==> config.mk <==
export PLATFORM = sky130hd
export DESIGN_NAME = onchip_mem_dma_engine_flat
export DESIGN_NICKNAME = d
export VERILOG_FILES = /design/src/rtl/onchip_mem_dma_engine_if.sv /design/src/rtl/onchip_mem_dma_engine.sv /design/src/flat_wrapper.sv
export SDC_FILE = /design/constraint.sdc
export NUM_CORES = 1
export LEC_CHECK = 0
export ABC_CLOCK_PERIOD_IN_PS = 8220
export BUFFER_PORTS_ARGS = -buffer_cell sky130_fd_sc_hd__buf_2
export CORE_ASPECT_RATIO = 1.1
export CORE_UTILIZATION = 53
export CTS_CLUSTER_SIZE = 16
export DETAILED_ROUTE_END_ITERATION = 10
export GPL_ROUTABILITY_DRIVEN = 1
export PLACE_DENSITY = 0.77
export SYNTH_ARGS = -nofsm -noshare
export SYNTH_HDL_FRONTEND = slang
export SYNTH_SLANG_ARGS = --single-unit
export TNS_END_PERCENT = 5
==> constraint.sdc <==
create_clock -name clk -period 8.22 [get_ports clk]
set_input_delay 0.822 -clock clk [delete_from_list [all_inputs] [get_ports clk]]
set_output_delay 0.822 -clock clk [all_outputs]
set_load 0.05 [all_outputs]
==> src/rtl/onchip_mem_dma_engine_if.sv <==
// CSR slave and on-chip RAM master signal bundle for onchip_mem_dma_engine.
// slave = the engine side; master = host CPU plus RAM side.
interface onchip_mem_dma_engine_if #(
  parameter int unsigned ADDR_W = 11,
  parameter int unsigned DATA_W = 32
);
  logic [2:0]        csr_address;
  logic              csr_chipselect;
  logic              csr_write;
  logic              csr_read;
  logic [31:0]       csr_writedata;
  logic [31:0]       csr_readdata;
  logic              irq;
  logic [ADDR_W-1:0] mem_address;
  logic [3:0]        mem_byteenable;
  logic              mem_chipselect;
  logic              mem_write;
  logic [DATA_W-1:0] mem_writedata;
  logic              mem_clken;
  logic [DATA_W-1:0] mem_readdata;

  modport slave (
    input  csr_address, csr_chipselect, csr_write, csr_read, csr_writedata, mem_readdata,
    output csr_readdata, irq, mem_address, mem_byteenable, mem_chipselect, mem_write,
    output mem_writedata, mem_clken
  );

  modport master (
    output csr_address, csr_chipselect, csr_write, csr_read, csr_writedata, mem_readdata,
    input  csr_readdata, irq, mem_address, mem_byteenable, mem_chipselect, mem_write,
    input  mem_writedata, mem_clken
  );
endinterface

==> src/rtl/onchip_mem_dma_engine.sv <==
// FILL / CHECK / COPY block-transfer engine in front of the 2048x32 on-chip RAM.
// Optional ONCHIP_DMA_PATTERN_INC_EN: FILL/CHECK use PATTERN+i instead of a constant PATTERN.
module onchip_mem_dma_engine #(
  parameter int unsigned ADDR_W = 11,
  parameter int unsigned DATA_W = 32,
  parameter int unsigned LEN_W  = 12
) (
  input logic                    clk,
  input logic                    reset,
  onchip_mem_dma_engine_if.slave bus
);

  typedef enum logic [2:0] {
    StIdle, StFill, StChkIssue, StChkDrain, StCpRd, StCpCap, StCpWr, StFinish
  } state_e;

  localparam logic [LEN_W-1:0] MaxLen = LEN_W'(2 ** ADDR_W);
  localparam logic [11:0]      ErrMax = 12'hFFF;
`ifdef ONCHIP_DMA_PATTERN_INC_EN
  localparam logic [DATA_W-1:0] PatStep = DATA_W'(1);
`else
  localparam logic [DATA_W-1:0] PatStep = '0;
`endif

  state_e            state_q;
  logic [1:0]        op_q;
  logic              irq_en_q, busy_q, done_q, mismatch_q, aborted_q;
  logic [ADDR_W-1:0] src_q, dst_q, first_err_q;
  logic [LEN_W-1:0]  len_q, cnt_q;
  logic [DATA_W-1:0] pattern_q, exp_q;
  logic [11:0]       errcnt_q;
  logic [ADDR_W-1:0] src_ptr_q, dst_ptr_q, pend_addr_q;
  logic              pend_q;
  logic [31:0]       rdata_q;
  logic [ADDR_W-1:0] mem_addr_q;
  logic              cs_q, we_q;
  logic [DATA_W-1:0] wdata_q;

  logic              csr_wr, wr_ctrl, start, abort, cmp_en, mismatch_now;
  logic [1:0]        start_op;
  logic [LEN_W-1:0]  len_eff;
  logic [31:0]       rdata;

  assign csr_wr       = bus.csr_chipselect && bus.csr_write;
  assign wr_ctrl      = csr_wr && (bus.csr_address == 3'd0);
  assign start        = wr_ctrl && bus.csr_writedata[0] && !busy_q;
  assign abort        = wr_ctrl && bus.csr_writedata[3] && busy_q;
  assign start_op     = bus.csr_writedata[2:1];
  assign len_eff      = (len_q > MaxLen) ? MaxLen : len_q;
  // A read issued last cycle has its data on mem_readdata now.
  assign cmp_en       = pend_q && (state_q == StChkIssue || state_q == StChkDrain);
  assign mismatch_now = cmp_en && (bus.mem_readdata != exp_q);

  always_comb begin
    rdata = '0;
    case (bus.csr_address)
      3'd0:    rdata = {27'd0, irq_en_q, 1'b0, op_q, 1'b0};
      3'd1:    rdata = {28'd0, aborted_q, mismatch_q, done_q, busy_q};
      3'd2:    rdata = 32'(src_q);
      3'd3:    rdata = 32'(dst_q);
      3'd4:    rdata = 32'(len_q);
      3'd5:    rdata = 32'(pattern_q);
      3'd6:    rdata = 32'(errcnt_q);
      default: rdata = 32'(first_err_q);
    endcase
  end

  always_ff @(posedge clk or posedge reset) begin
    if (reset) begin
      state_q     <= StIdle;
      op_q        <= '0;
      irq_en_q    <= 1'b0;
      busy_q      <= 1'b0;
      done_q      <= 1'b0;
      mismatch_q  <= 1'b0;
      aborted_q   <= 1'b0;
      src_q       <= '0;
      dst_q       <= '0;
      first_err_q <= '0;
      len_q       <= '0;
      cnt_q       <= '0;
      pattern_q   <= '0;
      exp_q       <= '0;
      errcnt_q    <= '0;
      src_ptr_q   <= '0;
      dst_ptr_q   <= '0;
      pend_addr_q <= '0;
      pend_q      <= 1'b0;
      rdata_q     <= '0;
      mem_addr_q  <= '0;
      cs_q        <= 1'b0;
      we_q        <= 1'b0;
      wdata_q     <= '0;
    end else begin
      if (csr_wr) begin
        case (bus.csr_address)
          3'd0: begin
            op_q     <= bus.csr_writedata[2:1];
            irq_en_q <= bus.csr_writedata[4];
          end
          3'd1: begin
            if (bus.csr_writedata[1]) done_q     <= 1'b0;
            if (bus.csr_writedata[2]) mismatch_q <= 1'b0;
            if (bus.csr_writedata[3]) aborted_q  <= 1'b0;
          end
          3'd2: if (!busy_q) src_q     <= bus.csr_writedata[ADDR_W-1:0];
          3'd3: if (!busy_q) dst_q     <= bus.csr_writedata[ADDR_W-1:0];
          3'd4: if (!busy_q) len_q     <= bus.csr_writedata[LEN_W-1:0];
          3'd5: if (!busy_q) pattern_q <= bus.csr_writedata;
          default: ;
        endcase
      end

      if (bus.csr_chipselect && bus.csr_read) rdata_q <= rdata;

      if (cmp_en) begin
        exp_q <= exp_q + PatStep;
        if (mismatch_now) begin
          mismatch_q <= 1'b1;
          if (errcnt_q != ErrMax) errcnt_q <= errcnt_q + 12'd1;
          if (errcnt_q == '0) first_err_q <= pend_addr_q;
        end
      end

      if (abort) aborted_q <= 1'b1;

      // Hardware status sets come after the W1C handling so a same-cycle set wins.
      case (state_q)
        StFill: begin
          if (cnt_q == '0 || abort) begin
            cs_q    <= 1'b0;
            we_q    <= 1'b0;
            busy_q  <= 1'b0;
            done_q  <= 1'b1;
            state_q <= StFinish;
          end else begin
            cnt_q      <= cnt_q - 1'b1;
            mem_addr_q <= mem_addr_q + 1'b1;
            wdata_q    <= wdata_q + PatStep;
          end
        end
        StChkIssue: begin
          pend_q      <= 1'b1;
          pend_addr_q <= mem_addr_q;
          if (cnt_q == '0 || abort) begin
            cs_q    <= 1'b0;
            state_q <= StChkDrain;
          end else begin
            cnt_q      <= cnt_q - 1'b1;
            mem_addr_q <= mem_addr_q + 1'b1;
          end
        end
        StChkDrain: begin
          pend_q  <= 1'b0;
          busy_q  <= 1'b0;
          done_q  <= 1'b1;
          state_q <= StFinish;
        end
        StCpRd: begin
          cs_q <= 1'b0;
          if (abort) begin
            busy_q  <= 1'b0;
            done_q  <= 1'b1;
            state_q <= StFinish;
          end else begin
            state_q <= StCpCap;
          end
        end
        StCpCap: begin
          if (abort) begin
            busy_q  <= 1'b0;
            done_q  <= 1'b1;
            state_q <= StFinish;
          end else begin
            cs_q       <= 1'b1;
            we_q       <= 1'b1;
            mem_addr_q <= dst_ptr_q;
            wdata_q    <= bus.mem_readdata;
            state_q    <= StCpWr;
          end
        end
        StCpWr: begin
          we_q <= 1'b0;
          if (cnt_q == '0 || abort) begin
            cs_q    <= 1'b0;
            busy_q  <= 1'b0;
            done_q  <= 1'b1;
            state_q <= StFinish;
          end else begin
            cnt_q      <= cnt_q - 1'b1;
            src_ptr_q  <= src_ptr_q + 1'b1;
            dst_ptr_q  <= dst_ptr_q + 1'b1;
            mem_addr_q <= src_ptr_q + 1'b1;
            state_q    <= StCpRd;
          end
        end
        StFinish: state_q <= StIdle;
        default:  state_q <= StIdle;
      endcase

      // Only reachable from IDLE or FINISH since BUSY is low there.
      if (start) begin
        errcnt_q <= '0;
        if (start_op == 2'd3 || len_eff == '0) begin
          done_q  <= 1'b1;
          state_q <= StIdle;
        end else begin
          busy_q    <= 1'b1;
          cnt_q     <= len_eff - 1'b1;
          src_ptr_q <= src_q;
          dst_ptr_q <= dst_q;
          exp_q     <= pattern_q;
          pend_q    <= 1'b0;
          cs_q      <= 1'b1;
          case (start_op)
            2'd0: begin
              we_q       <= 1'b1;
              mem_addr_q <= dst_q;
              wdata_q    <= pattern_q;
              state_q    <= StFill;
            end
            2'd1: begin
              we_q       <= 1'b0;
              mem_addr_q <= src_q;
              state_q    <= StChkIssue;
            end
            default: begin
              we_q       <= 1'b0;
              mem_addr_q <= src_q;
              state_q    <= StCpRd;
            end
          endcase
        end
      end
    end
  end

  assign bus.csr_readdata   = rdata_q;
  assign bus.irq            = done_q & irq_en_q;
  assign bus.mem_address    = mem_addr_q;
  assign bus.mem_byteenable = 4'hF;
  assign bus.mem_chipselect = cs_q;
  assign bus.mem_write      = we_q;
  assign bus.mem_writedata  = wdata_q;
  assign bus.mem_clken      = 1'b1;

endmodule

==> src/flat_wrapper.sv <==
// flat-port wrapper written by rule: the top's interface ports become plain ports
module onchip_mem_dma_engine_flat 
#(
  parameter int unsigned ADDR_W = 11,
  parameter int unsigned DATA_W = 32,
  parameter int unsigned LEN_W  = 12
)
  (clk, reset, bus_csr_address, bus_csr_chipselect, bus_csr_write, bus_csr_read, bus_csr_writedata, bus_mem_readdata, bus_csr_readdata, bus_irq, bus_mem_address, bus_mem_byteenable, bus_mem_chipselect, bus_mem_write, bus_mem_writedata, bus_mem_clken);
  onchip_mem_dma_engine_if #(.ADDR_W(ADDR_W), .DATA_W(DATA_W)) bus_i ();
  input logic clk;
  input logic reset;
  input wire logic [$bits(bus_i.csr_address)-1:0] bus_csr_address;
  input wire logic [$bits(bus_i.csr_chipselect)-1:0] bus_csr_chipselect;
  input wire logic [$bits(bus_i.csr_write)-1:0] bus_csr_write;
  input wire logic [$bits(bus_i.csr_read)-1:0] bus_csr_read;
  input wire logic [$bits(bus_i.csr_writedata)-1:0] bus_csr_writedata;
  input wire logic [$bits(bus_i.mem_readdata)-1:0] bus_mem_readdata;
  output wire logic [$bits(bus_i.csr_readdata)-1:0] bus_csr_readdata;
  output wire logic [$bits(bus_i.irq)-1:0] bus_irq;
  output wire logic [$bits(bus_i.mem_address)-1:0] bus_mem_address;
  output wire logic [$bits(bus_i.mem_byteenable)-1:0] bus_mem_byteenable;
  output wire logic [$bits(bus_i.mem_chipselect)-1:0] bus_mem_chipselect;
  output wire logic [$bits(bus_i.mem_write)-1:0] bus_mem_write;
  output wire logic [$bits(bus_i.mem_writedata)-1:0] bus_mem_writedata;
  output wire logic [$bits(bus_i.mem_clken)-1:0] bus_mem_clken;
  assign bus_i.csr_address = bus_csr_address;
  assign bus_i.csr_chipselect = bus_csr_chipselect;
  assign bus_i.csr_write = bus_csr_write;
  assign bus_i.csr_read = bus_csr_read;
  assign bus_i.csr_writedata = bus_csr_writedata;
  assign bus_i.mem_readdata = bus_mem_readdata;
  assign bus_csr_readdata = bus_i.csr_readdata;
  assign bus_irq = bus_i.irq;
  assign bus_mem_address = bus_i.mem_address;
  assign bus_mem_byteenable = bus_i.mem_byteenable;
  assign bus_mem_chipselect = bus_i.mem_chipselect;
  assign bus_mem_write = bus_i.mem_write;
  assign bus_mem_writedata = bus_i.mem_writedata;
  assign bus_mem_clken = bus_i.mem_clken;
  onchip_mem_dma_engine #(.ADDR_W(ADDR_W), .DATA_W(DATA_W), .LEN_W(LEN_W)) u_core (.clk(clk), .reset(reset), .bus(bus_i));
endmodule
==> flow_metrics.env <==
export IMPL_area_of_the_core_um2=23800
export IMPL_synth_edff_count=0
export IMPL_fmaxAchievable_mhz=257
export IMPL_clk_pin_slew_worst_paths_ps=60
export IMPL_setup_repair_after_global_routing_missed_its_margin="no"
export IMPL_die_width_um=151
export IMPL_cts_buffers=27
export IMPL_commonest_non_fill_non_tap_cell_in_the_layout="sky130_fd_sc_hd__dfrtp_1"
export IMPL_crit_required_ps=8630
export IMPL_grt_overflow_total=0
export IMPL_post_cts_resize_count=0
export IMPL_drive_above_1_share=0.242
export IMPL_drt_first_pass_iters=5
export IMPL_hpwlAfterDp_um=24700
export IMPL_ant_nets_after_route=0
export IMPL_worstSetupStartpointType="primary input"
export IMPL_cp_cell_sequence="buf_2 -> nand3b_1 -> nor4b_4 -> nand3_2 -> buf_4 -> nor3_1 -> a21oi_1"
export IMPL_detail_route_wl_per_cell_um=20.9
export IMPL_power_density_cells_nw_per_um2=363
export IMPL_layout_nets=1460
export IMPL_synthesis_instances=1267
export IMPL_slew_violations=0
export IMPL_drv_cap=0
export IMPL_placement_io_buffers=149
export IMPL_timing_critical_path_slowest_cell_delay_ps=950
export IMPL_grt_start_max_net_pins=127
export IMPL_post_cts_repair_setup_buffers=0
export IMPL_worstMarginPinSlew_ps=1220
export IMPL_intPower_mw=3.15
export IMPL_final_setup_tns_ps=0
export IMPL_cpLargestDelayFamily="simple AND/OR/NAND/NOR gates"
export IMPL_fp_dieArea_um2=25100
export IMPL_grt_pass1_vias=9897
export IMPL_routed_wl_um=35800
export IMPL_placement_rows=59
export IMPL_crit_fanout=42
export IMPL_setup_slack_reg_to_reg_ps=4610
export IMPL_total_power_mw=5.38
export IMPL_cts_tree="built"
export IMPL_final_cell_mix="sky130_fd_sc_hd__dfrtp_1 (254), sky130_fd_sc_hd__nand2_1 (176), sky130_fd_sc_hd__buf_2 (149)"
export IMPL_final_setup_viol_count=0
export IMPL_cts_num_sinks=254
export IMPL_type_of_the_worst_setup_path="in -> reg"
export IMPL_synth_sequential_area_ratio=0.490
export IMPL_worstRegToRegCells=9
export IMPL_yosys_cell_types_count=72
export IMPL_final_period_demand_of_the_worst_path_ps=3900
export IMPL_gp_congestion=0.934
export IMPL_synth_top_flop_cell="sky130_fd_sc_hd__dfrtp_1"
export IMPL_seq_pwr_share=0.400
export IMPL_grt_pass1_wl_um=55700
export IMPL_timing_critical_path_buf_inv=2
export IMPL_detail_route_drc_violations=0
export IMPL_critical_path_slowest_cell="sky130_fd_sc_hd__nor4b_4"
export IMPL_drt_vias_per_instance=6.14
export IMPL_clkPwrFrac=0.245
export IMPL_min_period_over_period=0.474
export IMPL_crit_path_end_kind="register"
export IMPL_clock_tree_buffer_depth=3
export IMPL_synth_async_reset_ratio=1.00
export IMPL_cts_hold_buffers=0
export IMPL_arrival_ps=4310
export IMPL_pin_count=155
export IMPL_comb_power_share=0.354
export IMPL_worstHoldPathType="in -> async"
export IMPL_cts_htree_levels=1
export IMPL_grtUsageTotal=0.286
export IMPL_startpoint_of_the_worst_slack_reg_to_reg_timing_path="u_core.len_q[11]"
export IMPL_start_util=0.544
export IMPL_chipHeight_um=166
export IMPL_drt_first_iter_violations=859
export IMPL_avgSynthCellArea_um2=10.2
export IMPL_leakage_nw=6.71
export IMPL_syn2layout_area_growth_pct=14.3
export IMPL_synth_cell_area_um2=13000
export IMPL_ys_seq_elements=254
export IMPL_route_vias_total=10492
export IMPL_finalHoldViolCount=0
export IMPL_filler_cell_count=1892
export IMPL_finClkSkew_ps=9.10
export IMPL_yosys_warnings=0
export IMPL_r2r_end="u_core.bus.mem_address[9]"
export IMPL_max_slew_margin_rel=0.184
export IMPL_p_sw_frac=0.415
export IMPL_root_buffer="sky130_fd_sc_hd__clkbuf_16"
export IMPL_switchingPower_mw=2.23
export IMPL_status="finished clean"
export IMPL_max_vdd_ir_drop_v=0.000193
export IMPL_antenna_violations_before_repair=3
export IMPL_clkLatencyLatePin_ps=540
[cell families after synthesis]
family	Yosys count	synth area share
AOI/OAI and AO/OA	234	0.116
xor gates and xnor gates	85	0.0574
adders and majority gates	7	0.00675
buffers and inverters	90	0.0330
DFF	254	0.490
muxes	154	0.132
other	1	0.000289
and+or+nand+nor	442	0.165
[registers in the layout, indices dropped and copies added, names as in the netlist, 12 cells and up]
name	count
u_core.len_q	12
u_core.exp_q	32
u_core.bus.mem_writedata	32
u_core.bus.csr_readdata	32
u_core.pattern_q	32
u_core.errcnt_q	12
u_core.cnt_q	12
[layer usage]
layer	GRT usage	part of all wire
met5	0	0.00036
met4	0.138	0.050
met3	0.0404	0.070
met2	0.454	0.47
met1	0.383	0.41
[cell type report]
class	instances	area (um2)	share of cell area
Multi-Input combinational cell	927	6230	0.420
Timing Repair Buffer	161	836	0.0564
Tap cell	305	382	0.0258
Inverter	10	45.0	0.00304
Sequential cell	254	6360	0.429
Antenna cell	2	5.00	0.000338
Clock inverter	21	263	0.0177
Clock buffer	29	703	0.0475
[stage by stage]
step	cell area [um2]	hold WS [ps]	setup slack (ps)	cells	utilization
finish	14800	459	4320	1709	0.621
global route	14800	502	4080	1709	0.621
CTS	14800	481	4390	1707	0.621
detailed placement	13800	467	3820	1657	0.581
global placement	13800	463	3970	1657	0.581
floorplan	13000	450	413	1271	-
[synth_stat cells (all sizes together), types with 6 or more instances]
cell type	number	area share
a211oi	9	0.0056
a21oi	85	0.033
a22o	23	0.016
a22oi	11	0.0064
a31oi	9	0.0043
buf	43	0.019
clkbuf	37	0.011
dfrtp	254	0.49
ha	7	0.0068
inv	10	0.0029
mux2	99	0.086
mux2i	51	0.039
nand2	176	0.051
nand2b	10	0.0048
nand3	27	0.010
nand3b	6	0.0035
nand4	12	0.0058
nor2	109	0.032
nor2b	11	0.0053
nor3	19	0.0085
nor4	26	0.015
o21ai	46	0.018
o22ai	7	0.0034
o31ai	6	0.0035
or2	6	0.0029
or3	12	0.0058
or4	7	0.0041
xnor2	24	0.016
xor2	61	0.041
[power by group through the flow]
stage                     logic (mW)  registers (mW)  clock network (mW)
after floorplan                 1.06            2.43                   0
after global placement          1.84            2.13                   0
after detailed placement        1.89            2.15                   0
after CTS                       1.90            2.13                1.33
after global routing            2.06            2.20                1.38
final                           1.91            2.15                1.32
[worst max path at each step]
stage	start	end	slack, ps	depth (start not counted)
5_1_grt	bus_csr_address[2]	u_core.bus.mem_address[9]	4080	8
3_5_place_dp	bus_csr_address[2]	u_core.cnt_q[7]	3820	7
6_report	bus_csr_address[2]	u_core.cnt_q[7]	4320	7
4_1_cts	bus_csr_address[2]	u_core.bus.mem_address[9]	4390	8
2_1_floorplan	reset	u_core.aborted_q	410	1
3_3_place_gp	bus_csr_address[2]	u_core.bus.mem_address[6]	3970	7
(Power assumes the default switching activity.)
